File: config.mk
export PLATFORM = sky130hd
export DESIGN_NAME = march_sequencer
export DESIGN_NICKNAME = d
export VERILOG_FILES = /design/src/rtl/march_pkg.sv /design/src/rtl/march_addr_gen.sv /design/src/rtl/march_sequencer.sv
export SDC_FILE = /design/constraint.sdc
export NUM_CORES = 1
export LEC_CHECK = 0
export ABC_AREA = 1
export ABC_CLOCK_PERIOD_IN_PS = 1510
export CORE_ASPECT_RATIO = 2
export CORE_MARGIN = 10
export CORE_UTILIZATION = 26
export CTS_CLUSTER_DIAMETER = 30
export DETAILED_ROUTE_END_ITERATION = 8
export GPL_TIMING_DRIVEN = 0
export MAX_ROUTING_LAYER = met4
export SLEW_MARGIN = 0
export SYNTH_ARGS = -nofsm -noshare
export SYNTH_HDL_FRONTEND = slang
export SYNTH_SLANG_ARGS = --single-unit
File: constraint.sdc
create_clock -name clk -period 1.51 [get_ports clk]
set_input_delay 0.151 -clock clk [delete_from_list [all_inputs] [get_ports clk]]
set_output_delay 0.151 -clock clk [all_outputs]
set_load 0.005 [all_outputs]
File: src/rtl/march_pkg.sv
`default_nettype none
// +----------------------------------------------------------------------------+
// | march_pkg                                                                  |
// | Shared types and the March C- element table for march_sequencer.           |
// | Revision: 1.0                                                              |
// +----------------------------------------------------------------------------+
package march_pkg;

    typedef enum logic [1:0] {
        IDLE  = 2'd0,
        RUN   = 2'd1,
        DRAIN = 2'd2,
        DONE  = 2'd3
    } state_t;

    typedef struct packed {
        logic       dir;      // 0 = ascending, 1 = descending
        logic [1:0] nops;
        logic       op0_rd;
        logic       op0_val;  // 0 = background, 1 = inverted background
        logic       op1_rd;
        logic       op1_val;
    } elem_desc_t;

    localparam logic c_DIR_UP = 1'b0;
    localparam logic c_DIR_DN = 1'b1;

    localparam int MARCH_ELEMS = 6;

    localparam elem_desc_t MARCH_C_TABLE [MARCH_ELEMS] = '{
        '{c_DIR_UP, 2'd1, 1'b0, 1'b0, 1'b0, 1'b0},   // w0
        '{c_DIR_UP, 2'd2, 1'b1, 1'b0, 1'b0, 1'b1},   // r0,w1
        '{c_DIR_UP, 2'd2, 1'b1, 1'b1, 1'b0, 1'b0},   // r1,w0
        '{c_DIR_DN, 2'd2, 1'b1, 1'b0, 1'b0, 1'b1},   // r0,w1
        '{c_DIR_DN, 2'd2, 1'b1, 1'b1, 1'b0, 1'b0},   // r1,w0
        '{c_DIR_UP, 2'd1, 1'b1, 1'b0, 1'b0, 1'b0}    // r0
    };

    // Out-of-range element indices fall back to element 0.
    function automatic elem_desc_t elem_desc(input logic [2:0] elem);
        elem_desc_t d;
        d = MARCH_C_TABLE[0];
        for (int i = 0; i < MARCH_ELEMS; i++) begin
            if (elem == 3'(i)) d = MARCH_C_TABLE[i];
        end
        return d;
    endfunction

endpackage
`default_nettype wire

File: src/rtl/march_addr_gen.sv
`default_nettype none
// +----------------------------------------------------------------------------+
// | march_addr_gen                                                             |
// | Up/down address counter: load to the start address, step, terminal flag.   |
// | Revision: 1.0                                                              |
// +----------------------------------------------------------------------------+
module march_addr_gen #(
    parameter int ADDR_W = 6
) (
    input  logic              clk,
    input  logic              rst,
    input  logic              i_load,
    input  logic              i_load_dn,
    input  logic              i_step,
    input  logic              i_dn,
    output logic [ADDR_W-1:0] o_addr,
    output logic              o_is_last
);

    localparam logic [ADDR_W-1:0] c_ONE = ADDR_W'(1);

    logic [ADDR_W-1:0] r_addr;

    always_ff @(posedge clk or negedge rst) begin
        if (!rst) begin
            r_addr <= '0;
        end else if (i_load) begin
            r_addr <= i_load_dn ? '1 : '0;
        end else if (i_step) begin
            r_addr <= i_dn ? (r_addr - c_ONE) : (r_addr + c_ONE);
        end
    end

    // Terminal is detected by value, so the counter never needs to wrap.
    assign o_addr    = r_addr;
    assign o_is_last = i_dn ? (r_addr == '0) : (r_addr == '1);

endmodule
`default_nettype wire

File: src/rtl/march_sequencer.sv
`default_nettype none
// +----------------------------------------------------------------------------+
// | march_sequencer                                                            |
// | March C- SRAM self-test: one op per cycle, checked reads, sticky result.   |
// | Optional: MARCH_FAIL_LOG_EN keeps address/element of the first mismatch.   |
// | Revision: 1.0                                                              |
// +----------------------------------------------------------------------------+
module march_sequencer
    import march_pkg::*;
#(
    parameter int ADDR_W = 6,
    parameter int DATA_W = 8
) (
    input  logic              clk,
    input  logic              rst,
    input  logic              start,
    input  logic [DATA_W-1:0] bg,
    output logic              busy,
    output logic              done,
    output logic              fail,
    output logic [ADDR_W-1:0] fail_addr,
    output logic [2:0]        fail_elem,
    output logic              mem_cs,
    output logic              mem_rwbar,
    output logic [ADDR_W-1:0] mem_addr,
    output logic [DATA_W-1:0] mem_wdata,
    input  logic [DATA_W-1:0] mem_rdata
);

    state_t            r_state;
    state_t            w_next;
    elem_desc_t        r_desc;
    elem_desc_t        w_next_desc;
    logic [2:0]        r_elem;
    logic              r_op;
    logic [DATA_W-1:0] r_bg;
    logic              r_fail;
    logic              r_chk_pend;
    logic [DATA_W-1:0] r_chk_exp;

    logic              w_launch;
    logic              w_op_rd;
    logic              w_op_val;
    logic              w_last_op;
    logic              w_elem_end;
    logic              w_run_end;
    logic              w_load;
    logic              w_load_dn;
    logic              w_step;
    logic              w_is_last;
    logic              w_mismatch;
    logic [ADDR_W-1:0] w_addr;
    logic [DATA_W-1:0] w_word;

    assign w_next_desc = elem_desc(r_elem + 3'd1);
    assign w_op_rd     = r_op ? r_desc.op1_rd  : r_desc.op0_rd;
    assign w_op_val    = r_op ? r_desc.op1_val : r_desc.op0_val;
    assign w_word      = w_op_val ? ~r_bg : r_bg;
    assign w_last_op   = (r_desc.nops == 2'd1) || r_op;
    assign w_elem_end  = (r_state == RUN) && w_last_op && w_is_last;
    assign w_run_end   = w_elem_end && (r_elem == 3'(MARCH_ELEMS - 1));
    assign w_launch    = ((r_state == IDLE) || (r_state == DONE)) && start;
    assign w_load      = w_launch || (w_elem_end && !w_run_end);
    assign w_load_dn   = w_launch ? MARCH_C_TABLE[0].dir : w_next_desc.dir;
    assign w_step      = (r_state == RUN) && w_last_op && !w_is_last;
    assign w_mismatch  = r_chk_pend && (mem_rdata != r_chk_exp);

    march_addr_gen #(
        .ADDR_W (ADDR_W)
    ) u_addr_gen (
        .clk       (clk),
        .rst       (rst),
        .i_load    (w_load),
        .i_load_dn (w_load_dn),
        .i_step    (w_step),
        .i_dn      (r_desc.dir),
        .o_addr    (w_addr),
        .o_is_last (w_is_last)
    );

    always_ff @(posedge clk or negedge rst) begin
        if (!rst) r_state <= IDLE;
        else      r_state <= w_next;
    end

    always_comb begin
        w_next    = r_state;
        busy      = 1'b0;
        done      = 1'b0;
        mem_cs    = 1'b0;
        mem_rwbar = 1'b1;
        mem_wdata = '0;
        case (r_state)
            IDLE: begin
                if (start) w_next = RUN;
            end
            RUN: begin
                busy      = 1'b1;
                mem_cs    = 1'b1;
                mem_rwbar = w_op_rd;
                mem_wdata = w_op_rd ? '0 : w_word;
                if (w_run_end) w_next = DRAIN;
            end
            DRAIN: begin
                busy   = 1'b1;
                w_next = DONE;
            end
            DONE: begin
                done = 1'b1;
                if (start) w_next = RUN;
            end
            default: w_next = IDLE;
        endcase
    end

    assign mem_addr = w_addr;
    assign fail     = r_fail;

    // A read issued this cycle is compared against mem_rdata next cycle.
    always_ff @(posedge clk or negedge rst) begin
        if (!rst) begin
            r_desc     <= MARCH_C_TABLE[0];
            r_elem     <= 3'd0;
            r_op       <= 1'b0;
            r_bg       <= '0;
            r_fail     <= 1'b0;
            r_chk_pend <= 1'b0;
            r_chk_exp  <= '0;
        end else begin
            r_chk_pend <= (r_state == RUN) && w_op_rd;
            r_chk_exp  <= w_word;
            if (w_launch) begin
                r_desc <= MARCH_C_TABLE[0];
                r_elem <= 3'd0;
                r_op   <= 1'b0;
                r_bg   <= bg;
                r_fail <= 1'b0;
            end else begin
                if (w_mismatch) r_fail <= 1'b1;
                if (r_state == RUN) begin
                    r_op <= !w_last_op;
                    if (w_elem_end && !w_run_end) begin
                        r_elem <= r_elem + 3'd1;
                        r_desc <= w_next_desc;
                    end
                end
            end
        end
    end

`ifdef MARCH_FAIL_LOG_EN
    logic [ADDR_W-1:0] r_chk_addr;
    logic [2:0]        r_chk_elem;
    logic [ADDR_W-1:0] r_fail_addr;
    logic [2:0]        r_fail_elem;

    always_ff @(posedge clk or negedge rst) begin
        if (!rst) begin
            r_chk_addr  <= '0;
            r_chk_elem  <= 3'd0;
            r_fail_addr <= '0;
            r_fail_elem <= 3'd0;
        end else begin
            r_chk_addr <= w_addr;
            r_chk_elem <= r_elem;
            if (w_launch) begin
                r_fail_addr <= '0;
                r_fail_elem <= 3'd0;
            end else if (w_mismatch && !r_fail) begin
                r_fail_addr <= r_chk_addr;
                r_fail_elem <= r_chk_elem;
            end
        end
    end

    assign fail_addr = r_fail_addr;
    assign fail_elem = r_fail_elem;
`else
    assign fail_addr = '0;
    assign fail_elem = 3'd0;
`endif

endmodule
`default_nettype wire

==> results of run 1 <==
metrics by stage:
stage	utilization, %	setup TNS [ns]	hold slack, ns
detailed placement	33.1	-7.08	0.299
global placement	33.2	-25.71	0.452
finish	43.7	-2.96	0.419
CTS	39.0	-1.65	0.417
floorplan	-	0	-0.145
global route	43.7	-5.26	0.435
synth_stat cells:
cell type,n
nand3b_1,1
inv_1,31
ha_1,12
fa_1,1
clkbuf_1,1
nand2_2,4
o22ai_1,1
xnor2_1,3
a21oi_1,4
buf_4,10
nor2_1,18
nand4_1,3
o21ai_2,1
dfstp_2,1
a21oi_4,1
clkinv_1,1
nor3_1,1
xor2_1,13
nand2_8,1
nand3_1,22
nand3_4,1
buf_6,1
o21a_1,1
or2_2,4
inv_6,1
conb_1,1
dfrtp_1,35
a211oi_1,1
nand2_1,98
o21ai_0,7
o21ai_1,1
power breakdown:
part           switching [mW]  internal [mW]
clock network           0.367          0.692
logic                    1.80           1.96
registers               0.325           1.35
total                    2.49           4.01
cells in the final DEF, fill, tap and decap left out, types with 3 or more instances in the layout:
cell / instances
nand2_1: 78
buf_4: 32
dfrtp_1: 28
inv_1: 25
clkdlybuf4s50_1: 24
nand2_2: 16
nand3_1: 14
buf_6: 13
nor2_1: 12
buf_2: 10
conb_1: 9
nand2_4: 7
xor2_2: 7
nand3_2: 7
dfrtp_2: 7
xor2_1: 6
ha_4: 6
clkbuf_16: 6
inv_2: 5
ha_1: 5
nor2_2: 4
or2_2: 4
o21ai_2: 4
clkbuf_2: 3
a21oi_1: 3
nand4_1: 3
routing by layer:
metal	vias up	track usage, %	share of wire (%)
li1	1029	-	-
met2	49	17.9	56
met4	0	3.48	1.8
met1	981	9.63	37
met3	8	2.81	5.0
met5	-	-	0
kinds of logic (layout without fill, tap and decap cells):
kind of cell / after synthesis / count (layout) / synth area share, %
simple gates: 153 / 153 / 30.1
buf+inv: 45 / 129 / 9.93
flops: 36 / 36 / 40.9
compound gates: 17 / 17 / 4.82
xor+xnor: 16 / 16 / 6.35
fa+ha+maj: 13 / 13 / 7.71
other cells: 1 / 9 / 0.170
area by class of cell:
cell class	instances	area share (%)
multi-input combinational	208	41.1
sequential	36	25.1
timing repair buffer	77	19.4
clock buffer	7	4.21
inverter	33	3.97
tap	98	3.38
buffer	12	2.83
how the worst max path moves through the flow:
stage	to	slack (ns)
detailed placement	mem_wdata[7]	-0.36
global route	u_addr_gen.o_addr[3]	-0.26
floorplan	u_addr_gen.o_addr[4]	0.006
global placement	u_addr_gen.o_addr[1]	-0.55
CTS	mem_wdata[0]	-0.16
finish	mem_wdata[1]	-0.18
critical path, cell delays in order (launching register included):
cell     delay [ns]
dfrtp_1        0.40
inv_2          0.08
nand2_2        0.07
nand2_4        0.09
buf_4          0.12
buf_6          0.10
xor2_2         0.17
inv_2          0.06
nor2_4         0.06
buf_2          0.11
sequential cells by signal, indices dropped and copies added (netlist names):
signal	flops
r_bg	8
r_chk_exp	8
r_desc	6
u_addr_gen.o_addr	6
r_elem	3
r_state	2
fail	1
r_chk_pend	1
r_op	1
repair_timing:
action	CTS	global route
hold buffers	1	0
hold endpoints to repair	8	0
gates cloned	0	1
endpoints found under the setup margin	39	29
setup buffers	25	14
pin swaps	14	21
gates resized for setup	80	72
==> impl_metrics.env, run 1 <==
export IMPL_status="finished, violations left"
export IMPL_violations="setup timing"
export IMPL_routabilityCongestion=0.822
export IMPL_synth_area_sq_um=2210
export IMPL_synth_cells=281
export IMPL_rows=47
export IMPL_finalHoldViolCount=0
export IMPL_die_area_sq_um=12800
export IMPL_rsz0062_at_grt="true"
export IMPL_endpoint_kind="primary output"
export IMPL_clkLatencyLatePin_ns=0.28
export IMPL_final_seq_area_sq_um=911
export IMPL_design_area_sq_um=3630
export IMPL_fin_cells=471
export IMPL_finalWorstSetupSlack_ns=-0.180
export IMPL_antenna_found_initial=0
export IMPL_slew_viol_final=0
export IMPL_hold_class="primary input to register"
export IMPL_ys_top_cells_by_area="dfrtp_1 (40%), nand2_1 (17%), ha_1 (6.8%)"
export IMPL_drive_gt1_share_pct=41.3
export IMPL_cts_buffer_depth=2
export IMPL_initial_core_util_pct=26.6
export IMPL_rr_endpoint="u_addr_gen.o_addr[3]"
export IMPL_firstDrtPassIters=4
export IMPL_seq_area_frac_synth_pct=40.9
export IMPL_start_kind="register"
export IMPL_overflow=0
export IMPL_synth_top_cell_area_share_pct=39.7
export IMPL_core_sq_um=8290
export IMPL_die_w_um=85.1
export IMPL_critPathLaunch="r_op"
export IMPL_fin_nets=405
export IMPL_clock_sinks=36
export IMPL_drt_iter0_markers=57
export IMPL_clk_pin_slew_ns=0.05
export IMPL_grt_pass1_vias=2088
export IMPL_dp_hpwl_um=4160
export IMPL_grt_usage_pct=9.85
export IMPL_min_path_cells=3
export IMPL_syn2layout_area_growth_pct=64.4
export IMPL_cts_root_buf="clkbuf_16"
export IMPL_fp_dieH_um=150
export IMPL_synth_distinct_cells=31
export IMPL_critPathRequiredTime_ns=1.36
export IMPL_cts_tree="yes"
export IMPL_io_buffers=37
export IMPL_yosysWarnings=0
export IMPL_fmax_mhz=592
export IMPL_fill_cells=809
export IMPL_syn_area_per_cell_sq_um=7.85
export IMPL_via_count=2067
export IMPL_skew_ns=0.00370
export IMPL_grt_max_degree=37
export IMPL_post_route_period_util_pct=112
export IMPL_max_vdd_ir_drop_uv=728
export IMPL_powerDensity_nw_per_um2=1790
export IMPL_setup_violations=25
export IMPL_reg2reg_from="r_state[1]"
export IMPL_arrival_ns=1.54
export IMPL_multi_input_area_sq_um=1490
export IMPL_critPathKind="register to primary output"
export IMPL_rr_worst_depth=11
export IMPL_tightest_slew_ns=0.826
export IMPL_dp_cells=424
export IMPL_p_leak_nw=1.80
export IMPL_ant_nets=0
export IMPL_critical_path_max_fanout=4
export IMPL_io_pins=47
export IMPL_avgRoutedWirePerCell_um=13.2
export IMPL_vias_per_cell=4.39
export IMPL_dp_slack_ns=-0.364
export IMPL_worstHoldStart="bg[7]"
export IMPL_place_area_sq_um=2750
export IMPL_final_min_clock_period_ns=1.69
export IMPL_htreeDepth=2
export IMPL_finalPower_mw=6.50
export IMPL_drc=0
export IMPL_hold_path_end="r_bg[7]"
export IMPL_routed_wl_um=6230
export IMPL_ys_ff_latch=36
export IMPL_rrSetupSlack_ns=-0.17
export IMPL_cap_viol_max_count=0
export IMPL_antenna_cells=0
export IMPL_relSlewSlack_pct=44.9
export IMPL_grt_pass1_wl_um=9930
export IMPL_yosysTopAreaCell="dfrtp_1"
export IMPL_numCtsBuffers=5
Note: power is estimated with default switching activity, not from simulation.
==> inputs of run 2 (changes only) <==
--- a/config.mk
+++ b/config.mk
@@ -14,6 +14,8 @@
 export DETAILED_ROUTE_END_ITERATION = 8
 export GPL_TIMING_DRIVEN = 0
 export MAX_ROUTING_LAYER = met4
+export RECOVER_POWER = 100
+export SKIP_CTS_REPAIR_TIMING = 1
 export SLEW_MARGIN = 0
 export SYNTH_ARGS = -nofsm -noshare
 export SYNTH_HDL_FRONTEND = slang
==> run 2 against run 1 <==
The run still ends with setup timing left. Final area fell by 6.5%. Final cell count is 3.0% lower. Maximum frequency fell by 4.9%. Worst setup slack got worse by 0.087 ns. Utilization down 2.8 points. Clock skew grew 0.0012 ns. Routed wire length fell by 3.6%. Sequential share of layout area up 1.7 points. Combinational power decreased by 19%. Clock power hardly changed. Die area unchanged. Critical endpoint is now mem_wdata[3]. Largest cell class unchanged. Highest routed layer unchanged.
==> impl_metrics.env, run 2 (synthesis gave the netlist of run 1 again) <==
export IMPL_status="finished, violations left"
export IMPL_violations="setup timing"
export IMPL_tightest_slew_ns=0.918
export IMPL_slew_viol_final=0
export IMPL_met2_length_um=3270
export IMPL_io_pins=47
export IMPL_finalWorstSetupSlack_ns=-0.267
export IMPL_rows=47
export IMPL_combPwrFrac_pct=53.1
export IMPL_skew_ns=0.00486
export IMPL_die_area_sq_um=12800
export IMPL_syn2layout_area_growth_pct=53.8
export IMPL_mostFrequentLayoutCell="nand2_1"
export IMPL_reg_top3="r_bg (8), r_chk_exp (8)"
export IMPL_p_int_mw=3.56
export IMPL_cts_root_buf="clkbuf_16"
export IMPL_cpMostUsedCell="buf_6"
export IMPL_drc=0
export IMPL_via_count=2000
export IMPL_dp_cells=424
export IMPL_fp_dieH_um=150
export IMPL_overflow=0
export IMPL_firstDrtPassIters=4
export IMPL_design_area_sq_um=3390
export IMPL_max_stage_delay_ns=0.40
export IMPL_drive_gt1_share_pct=34.0
export IMPL_cts_tree="yes"
export IMPL_core_sq_um=8290
export IMPL_cap_viol_max_count=0
export IMPL_fmax_mhz=563
export IMPL_seqPwrFrac_pct=28.5
export IMPL_powerDensity_nw_per_um2=1700
export IMPL_layout_common_cells="nand2_1 (85), buf_4 (28), dfrtp_1 (28), inv_1 (26), clkdlybuf4s50_1 (23)"
export IMPL_initial_core_util_pct=26.6
export IMPL_grt_max_degree=37
export IMPL_rrSetupSlack_ns=-0.17
export IMPL_routabilityCongestion=0.822
export IMPL_dp_slack_ns=-0.364
export IMPL_hold_ws_ns=0.00428
export IMPL_endpoint_kind="primary output"
export IMPL_p_sw_mw=2.20
export IMPL_post_route_period_util_pct=118
export IMPL_clkPwrFrac_pct=18.4
export IMPL_max_vdd_ir_drop_uv=724
export IMPL_dp_hpwl_um=4160
export IMPL_rr_worst_depth=10
export IMPL_critPathRequiredTime_ns=1.36
export IMPL_wl_met3_um=301
export IMPL_critical_path_cell_chain="inv_2 > nand2_2 > nand2_4 > buf_12 > buf_6 > buf_6 > xor2_2 > inv_1 > nor2_1 > buf_2"
export IMPL_clkLatencyLatePin_ns=0.28
export IMPL_place_area_sq_um=2750
export IMPL_start_kind="register"
export IMPL_routed_top_layer="met4"
export IMPL_final_min_clock_period_ns=1.78
export IMPL_antenna_found_initial=0
export IMPL_clock_sinks=36
export IMPL_fin_nets=391
export IMPL_switching_share_pct=38.2
export IMPL_clk_pin_slew_ns=0.05
export IMPL_grt_usage_pct=9.02
export IMPL_die_w_um=85.1
export IMPL_rsz0062_at_grt="true"
export IMPL_htreeDepth=2
export IMPL_io_buffers=37
export IMPL_wirelength_met1_um=2330
export IMPL_grt_pass1_wl_um=9150
export IMPL_grt_pass1_vias=1916
export IMPL_setup_violations=23
export IMPL_fin_cells=457
export IMPL_hold_class="primary input to async pin"
export IMPL_finalHoldViolCount=0
export IMPL_critPathKind="register to primary output"
export IMPL_antenna_cells=0
export IMPL_arrival_ns=1.63
export IMPL_drt_iter0_markers=56
export IMPL_avgRoutedWirePerCell_um=13.1
export IMPL_crit_path_top_delay_cell="dfrtp_1"
export IMPL_critical_path_max_fanout=3
export IMPL_cts_buffer_depth=2
export IMPL_p_leak_nw=1.72
export IMPL_vias_per_cell=4.38
export IMPL_routed_wl_um=6010
export IMPL_ant_nets=0
export IMPL_fill_cells=854
export IMPL_numCtsBuffers=5
export IMPL_relSlewSlack_pct=38.8
-- run 2: cell count changes in the layout (fill, tap and decap cells not counted), sizes merged --
cell           delta
buf              -15
inv               +2
clkdlybuf4s50     -1
dlymetal6s2s      +4
dlygate4sd2       -1
dlygate4sd3       -1
clkinv            -2
-- run 2: worst max-delay path: cells and delay by family, from the launching register on --
kind,cells,cell delay [ns]
flops,1,0.40
xor+xnor,1,0.15
simple gates,3,0.24
buf+inv,6,0.56
-- run 2: final cells by class --
class	count	area, sq um	share of cell area [%]
Multi-Input combinational cell	208	1390	41.1
Sequential cell	36	911	26.9
Timing Repair Buffer	63	578	17.0
Clock buffer	7	153	4.50
Inverter	33	131	3.87
Tap cell	98	123	3.61
Buffer	12	103	3.02
-- run 2: power groups by stage --
stage	combinational [mW]	clock, mW	sequential (mW)
after detailed placement	2.33	0	1.61
after global routing	3.43	1.13	1.69
after floorplan	1.50	0	1.56
final	3.06	1.06	1.64
after global placement	2.27	0	1.60
after CTS	2.34	1.09	1.60
-- run 2: path summary, 6_finish.rpt --
check,startpoint,to
min reg2reg,r_desc[4],r_desc[4]
min,rst,fail
max,r_op,mem_wdata[3]
min in group clk,bg[7],r_bg[7]
max reg2reg,r_state[1],u_addr_gen.o_addr[3]
max in group asynchronous,rst,u_addr_gen.o_addr[1]
-- run 2: metal layers --
metal	track usage (%)	up-vias
li1	-	1001
met1	9.30	950
met2	15.5	43
met3	2.92	6
met4	3.48	0
met5	-	-
-- run 2: through the flow --
stage,utilization [%],setup TNS [ns],total power [mW]
floorplan,-,0,3.06
global placement,33.2,-25.71,3.87
detailed placement,33.1,-7.08,3.94
CTS,35.0,-11.13,5.03
global route,40.9,-4.95,6.25
finish,40.9,-2.88,5.77
